File: config.mk
export PLATFORM = sky130hd
export DESIGN_NAME = crop_norm_scheduler
export DESIGN_NICKNAME = d
export VERILOG_FILES = /design/src/rtl/crop_norm_scheduler.sv
export SDC_FILE = /design/constraint.sdc
export NUM_CORES = 1
export LEC_CHECK = 0
export BUFFER_PORTS_ARGS = -buffer_cell sky130_fd_sc_hd__buf_2
export CAP_MARGIN = 20
export CORE_ASPECT_RATIO = 1.75
export CORE_UTILIZATION = 55
export CTS_BUF_LIST = sky130_fd_sc_hd__clkbuf_8
export DETAILED_ROUTE_END_ITERATION = 10
export GPL_TIMING_DRIVEN = 0
export HOLD_SLACK_MARGIN = 0.05
export PLACE_DENSITY = 0.8
export SETUP_SLACK_MARGIN = 0.2
export SYNTH_ARGS = -nofsm -noshare
export SYNTH_HDL_FRONTEND = slang
export SYNTH_SLANG_ARGS = --single-unit
File: constraint.sdc
create_clock -name clk -period 6.1 [get_ports clk]
set_input_delay 1.83 -clock clk [delete_from_list [all_inputs] [get_ports clk]]
set_output_delay 1.83 -clock clk [all_outputs]
set_load 0.1 [all_outputs]
File: src/rtl/crop_norm_scheduler.sv
// Per-frame sequencer for NUM_CROPS parallel crop_norm instances sharing one Mono8 pixel stream.
// Latches crop coordinates, fires start pulses, tracks the pixel position and gathers ap_done.
module crop_norm_scheduler #(
  parameter  int IN_ROWS       = 20,
  parameter  int IN_COLS       = 20,
  parameter  int NUM_CROPS     = 2,
  parameter  int DRAIN_TIMEOUT = 1024,
  localparam int CW            = $clog2(IN_COLS),
  localparam int RW            = $clog2(IN_ROWS)
) (
  input  logic                      clk,
  input  logic                      reset,
  input  logic                      coord_valid,
  output logic                      coord_ready,
  input  logic [NUM_CROPS*CW-1:0]   coord_x0,
  input  logic [NUM_CROPS*RW-1:0]   coord_y0,
  output logic [NUM_CROPS*CW-1:0]   crop_x0,
  output logic [NUM_CROPS*RW-1:0]   crop_y0,
  input  logic                      seq_ap_idle,
  output logic                      seq_ap_start,
  input  logic [NUM_CROPS-1:0]      cn_ap_ready,
  input  logic [NUM_CROPS-1:0]      cn_ap_done,
  output logic [NUM_CROPS-1:0]      cn_ap_start,
  output logic                      all_crop_norm_ap_ready,
  input  logic                      pix_valid,
  input  logic                      pix_ready,
  output logic [CW-1:0]             cnt_col,
  output logic [RW-1:0]             cnt_row,
  output logic                      frame_done,
  output logic [15:0]               frame_count,
  output logic [1:0]                err
);

  localparam int TW = (DRAIN_TIMEOUT > 1) ? $clog2(DRAIN_TIMEOUT) : 1;

  typedef enum logic [1:0] {S_IDLE, S_ARM, S_RUN, S_DRAIN} state_t;

  state_t                    r_state;
  logic [NUM_CROPS*CW-1:0]   r_crop_x0;
  logic [NUM_CROPS*RW-1:0]   r_crop_y0;
  logic                      r_seq_start;
  logic [NUM_CROPS-1:0]      r_cn_start;
  logic [CW-1:0]             r_cnt_col;
  logic [RW-1:0]             r_cnt_row;
  logic [NUM_CROPS-1:0]      r_done_mask;
  logic [TW-1:0]             r_tmo;
  logic                      r_frame_done;
  logic [15:0]               r_frame_count;
  logic [1:0]                r_err;

  logic w_beat;
  logic w_all_ready;
  logic w_start_ok;
  logic w_last_col;
  logic w_last_beat;
  logic w_done_all;
  logic w_tmo_hit;
  logic w_proto_err;

  assign w_beat      = pix_valid & pix_ready;
  assign w_all_ready = &cn_ap_ready;
  assign w_start_ok  = w_all_ready & seq_ap_idle;
  assign w_last_col  = (r_cnt_col == CW'(IN_COLS - 1));
  assign w_last_beat = w_last_col && (r_cnt_row == RW'(IN_ROWS - 1));
  // A done landing in the same cycle as the completion check still counts.
  assign w_done_all  = &(r_done_mask | cn_ap_done);
  assign w_tmo_hit   = (r_tmo == TW'(DRAIN_TIMEOUT - 1));
  assign w_proto_err = (((r_state == S_IDLE) || (r_state == S_ARM)) && (w_beat || (|cn_ap_done)))
                     || ((r_state == S_DRAIN) && w_beat);

  // NOTE: every register here is updated with <= so all of them sample pre-edge values together.
  always_ff @(posedge clk or posedge reset) begin
    if (reset) begin
      r_state       <= S_IDLE;
      r_crop_x0     <= '0;
      r_crop_y0     <= '0;
      r_seq_start   <= 1'b0;
      r_cn_start    <= '0;
      r_cnt_col     <= '0;
      r_cnt_row     <= '0;
      r_done_mask   <= '0;
      r_tmo         <= '0;
      r_frame_done  <= 1'b0;
      r_frame_count <= '0;
      r_err         <= '0;
    end else begin
      r_seq_start  <= 1'b0;
      r_cn_start   <= '0;
      r_frame_done <= 1'b0;
      if (w_proto_err) r_err[0] <= 1'b1;

      case (r_state)
        S_IDLE: begin
          if (coord_valid) begin
            r_crop_x0 <= coord_x0;
            r_crop_y0 <= coord_y0;
            r_state   <= S_ARM;
          end
        end
        S_ARM: begin
          if (w_start_ok) begin
            r_seq_start <= 1'b1;
            r_cn_start  <= '1;
            r_cnt_col   <= '0;
            r_cnt_row   <= '0;
            r_done_mask <= '0;
            r_state     <= S_RUN;
          end
        end
        S_RUN: begin
          r_done_mask <= r_done_mask | cn_ap_done;
          if (w_beat) begin
            if (w_last_beat) begin
              r_cnt_col <= '0;
              r_cnt_row <= '0;
              r_tmo     <= '0;
              r_state   <= S_DRAIN;
            end else if (w_last_col) begin
              r_cnt_col <= '0;
              r_cnt_row <= r_cnt_row + 1'b1;
            end else begin
              r_cnt_col <= r_cnt_col + 1'b1;
            end
          end
        end
        S_DRAIN: begin
          if (w_done_all) begin
            r_frame_done  <= 1'b1;
            r_frame_count <= r_frame_count + 16'd1;
            r_state       <= S_IDLE;
          end else begin
            r_done_mask <= r_done_mask | cn_ap_done;
            if (w_tmo_hit) begin
              r_err[1] <= 1'b1;
              r_state  <= S_IDLE;
            end else begin
              r_tmo <= r_tmo + 1'b1;
            end
          end
        end
        default: r_state <= S_IDLE;
      endcase
    end
  end

  assign coord_ready            = (r_state == S_IDLE);
  assign all_crop_norm_ap_ready = w_all_ready;
  assign crop_x0                = r_crop_x0;
  assign crop_y0                = r_crop_y0;
  assign seq_ap_start           = r_seq_start;
  assign cn_ap_start            = r_cn_start;
  assign cnt_col                = r_cnt_col;
  assign cnt_row                = r_cnt_row;
  assign frame_done             = r_frame_done;
  assign frame_count            = r_frame_count;
  assign err                    = r_err;

endmodule

* After elaboration in Yosys (flattened, before gate mapping) *
Cells that the tools add are included.

word-level totals
  register bits after elaboration = 66
  bits of input ports = 30
  output and inout port bits = 54

cells by class
  add/sub/neg operators = 4
  equality and inequality tests = 14
  muxes and demuxes = 30
  bitwise logic cells = 4
  reductions and logical operators = 21

operators with widths
  cell                     count
  $mux W10                 4
  $mux W5                  7
  $mux W2                  10
  $pmux W10 S2             1
  $pmux W5 S2              2
  $add A16 B1 Y16 const B  1
  $ne A2 B2 Y1 const B     6
  $reduce_and A3 Y1        4
  $add A10 B1 Y10 const B  1
  $add A5 B1 Y5 const B    2
  $eq A10 B10 Y1 const B   1
  $eq A5 B5 Y1 const B     2
  $reduce_and A5 Y1        2
  $pmux W2 S4              1
  $ne A3 B3 Y1 const B     2
  $pmux W2 S3              1
  $reduce_and A2 Y1        3
  $eq A2 B2 Y1 const B     2
  $mux W1                  4
  $reduce_and A4 Y1        1
  $reduce_bool A2 Y1       2
  $logic_and A1 B1 Y1      3
  $logic_or A1 B1 Y1       3
  $reduce_bool A3 Y1       1
  6 further kinds          7

* Longest topological paths before layout *
  word-level depth = 5
  depth in mapped cells = 8
  gate-level depth less buffers = 6

* Least setup slack after synthesis *
OpenSTA, ideal clock, no wires.

  path type = input port to output port
  start = input cn_ap_ready[0]
  end = output all_crop_norm_ap_ready
  arrival = 2.577 ns
  data required time = 4.270 ns
  path slack = 1.693 ns
  cell stages on the path = 1
  cells stage by stage = and2_1

on the way
  longest elaborated chain between the ends = 1

RTL lines
  what               line  RTL
  from (decl)        21    input logic [NUM_CROPS-1:0] cn_ap_ready,
  $reduce_and A2 Y1  61    assign w_all_ready = &cn_ap_ready;
  to (decl)          24    output logic all_crop_norm_ap_ready,

No other way between the ends.

* Worst setup path after layout *
Same ends and word-level chain as after synthesis.

==> run_results.csv <==
group,metric,value,unit
status,status,"finished clean",
routing,vias,2574,
routing,detail_route.first_pass.iterations,4,
floorplanning,die_area,0.006079,mm²
floorplanning,num_io_pins,84,
logic_synthesis,syn_avg_cell_area,11.31,µm²
clock_tree,cts_root_buffer,"clkbuf_8",
min_path,whs_path_depth,1,
timing,final-hold-violation-count,0,
routing,drc,0,
routing,drt-total-wl,7086,µm
final_layout,drive_gt1_share,37.73,%
timing,timing.final.ws_setup,1.790,ns
critical_path,cp.required,4.27,ns
run,cap_viol_max_count,0,
critical_path,end_kind,"primary output",
clock_tree,cts_tree,"done",
routing,post_drt_wl_per_cell,15.57,µm
routing,ant_nets,0,
timing,period_needed,4.310,ns
routing,drt_iter0_markers,85,
clock_tree,htree_num_levels,3,
critical_path,regToRegStartpoint,"r_state[0]",
logic_synthesis,syn_inst,280,
timing,clock.fmax,0.2320,GHz
timing,slew_headroom,54.92,%
logic_synthesis,synth.net_count,318,
place,hpwlAfterDp,5272,µm
logic_synthesis,synthTopCellsByArea,"dfrtp_1, mux2_2, xnor2_1",
floorplanning,coreArea,0.005540,mm²
global_route,first_global_vias,2470,
logic_synthesis,async_flop_share,100.0,%
timing,rsz0062_at_grt,"false",
logic_synthesis,synth_ff_type,"dfrtp_1",
logic_synthesis,ys_warn_count,0,
critical_path,cp_max_fo,2,
final_layout,area_growth,22.63,%
place,routabilityCongestion,0.8972,
clock_tree,ctsHoldBuffers,0,
logic_synthesis,syn_area,0.003168,mm²
min_path,hold_class,"register to register",
timing,finalSetupViolCount,0,
clock_tree,post_cts_buffers,0,
logic_synthesis,yosysMostFrequentCell,"dfrtp_1",
clock_tree,cts_buffer_depth,2,
critical_path,crit_path_start_kind,"input port",
critical_path,r2r_end,"cnt_row[4]",
routing,via_per_inst,5.657,
logic_synthesis,yosysSeqAreaShare,50.55,%
global_route,grt_usage,25.20,%
clock_tree,cts_buffers,9,
timing,post-route-period-util,70.65,%
logic_synthesis,ys_ff_latch,64,
critical_path,critPathKind,"input port to primary output",
critical_path,reg2reg_depth,8,
logic_synthesis,yosysTopAreaCellShare,50.55,%
global_route,overflow,0,
critical_path,crit_arrival,2.48,ns
timing,maxSlewViolCount,0,
floorplanning,die_h,102.4,µm
global_route,grt_pass1_wl,11260,µm
floorplanning,start_util,57.18,%
floorplanning,die_x,59.37,µm
clock_tree,worst_skew_pair.late_latency,0.34,ns
place,place.port_buffers,83,
place,dp_slack,1.784,ns
timing,clock_skew,0.006199,ns
global_route,antenna_found_initial,0,
logic_synthesis,synthTopCellsByCount,"dfrtp_1, mux2_2, nand2_1",
min_path,worstHoldStart,"frame_count[15]",
clock_tree,clock-sinks,64,
clock_tree,path_clk_slew,0.06,ns
final_layout,n_antenna_cell,0,
logic_synthesis,synth_top_cell_by_area,"dfrtp_1",
timing,worst_slew_pin_slew,0.6751,ns
global_route,grt_max_degree,34,
final_layout,num-nets-final,413,
floorplanning,rows,36,
clock_tree,cts_resized,0,
timing,finalSetupTns,0,ns
logic_synthesis,ys_types,57,
min_path,min_to,"frame_count[15]",
logic_synthesis,synth_edf_count,0,
critical_path,r2r_setup_slack,4.05,ns
final cells by class:
class	count	area, µm²
fill	424	1655
inverter	10	37.54
sequential	64	1602
clock buffer	10	137.6
buffer	12	76.32
multi-input combinational	194	1453
clock inverter	5	48.80
tap	76	95.09
timing repair buffer	84	435.4
cells in the final DEF (no fill, tap or decap), types with 3 or more instances in the layout:
master	n
xnor2_1	13
ha_1	8
nand2_1	19
a22o_1	3
a21oi_1	5
nand2b_1	8
inv_1	10
clkinv_2	3
o22ai_1	5
clkbuf_1	3
o21ai_0	12
and4_1	7
nand4_1	5
a21o_1	3
buf_2	87
nor2b_1	3
and3_1	5
a31oi_1	7
a211oi_1	5
mux2_2	21
nand3_1	17
clkbuf_8	10
o31ai_1	3
nor2_1	5
buf_4	3
dfrtp_1	64
per-layer routing:
metal  GRT usage (%)  routed length [µm]
met3           6.456                 326
met1           28.13                2797
met2           43.30                3848
met5               0                   0
met4           12.64                 114
flip-flops by register name, indices dropped and copies added, names as in the netlist:
signal       cells
err              2
r_state          2
cn_ap_start      1
cnt_col          5
cnt_row          5
r_tmo           10
crop_x0         10
crop_y0         10
frame_count     16
frame_done       1
r_done_mask      2
how the worst max path moves through the flow:
stage | start | endpoint | slack (ns) | cells after the start
CTS | cn_ap_ready[0] | all_crop_norm_ap_ready | 1.78 | 3
floorplan | cn_ap_ready[0] | all_crop_norm_ap_ready | 1.69 | 1
global route | cn_ap_ready[0] | all_crop_norm_ap_ready | 1.78 | 3
finish | cn_ap_ready[0] | all_crop_norm_ap_ready | 1.79 | 3
detailed placement | cn_ap_ready[0] | all_crop_norm_ap_ready | 1.78 | 3
global placement | cn_ap_ready[0] | all_crop_norm_ap_ready | 1.79 | 3
per-stage QoR:
step / util, % / cells / cell area, µm² / hold WS (ns)
CTS: 70.12 / 455 / 3885 / 0.4700
global placement: 66.40 / 439 / 3679 / 0.4578
floorplan: - / 280 / 3168 / 0.4856
finish: 70.12 / 455 / 3885 / 0.4680
global route: 70.12 / 455 / 3885 / 0.4832
detailed placement: 66.76 / 440 / 3699 / 0.4591
worst max-delay path, cell delays in order:
cell and delay [ns]:
buf_2 0.08, and2_1 0.14, buf_2 0.43
cell families (layout without fill, tap and decap cells):
logic type	after synthesis	in the layout	synth area share, %
xor+xnor	15	15	4.147
compound gates	63	63	14.06
simple gates	85	85	16.23
fa+ha+maj	8	8	3.160
buf+inv	22	121	3.594
flops	64	64	50.55
mux	23	23	8.254
Power is not shown: default switching activity piles up to over one toggle a cycle in this logic, so the estimate is an artifact.
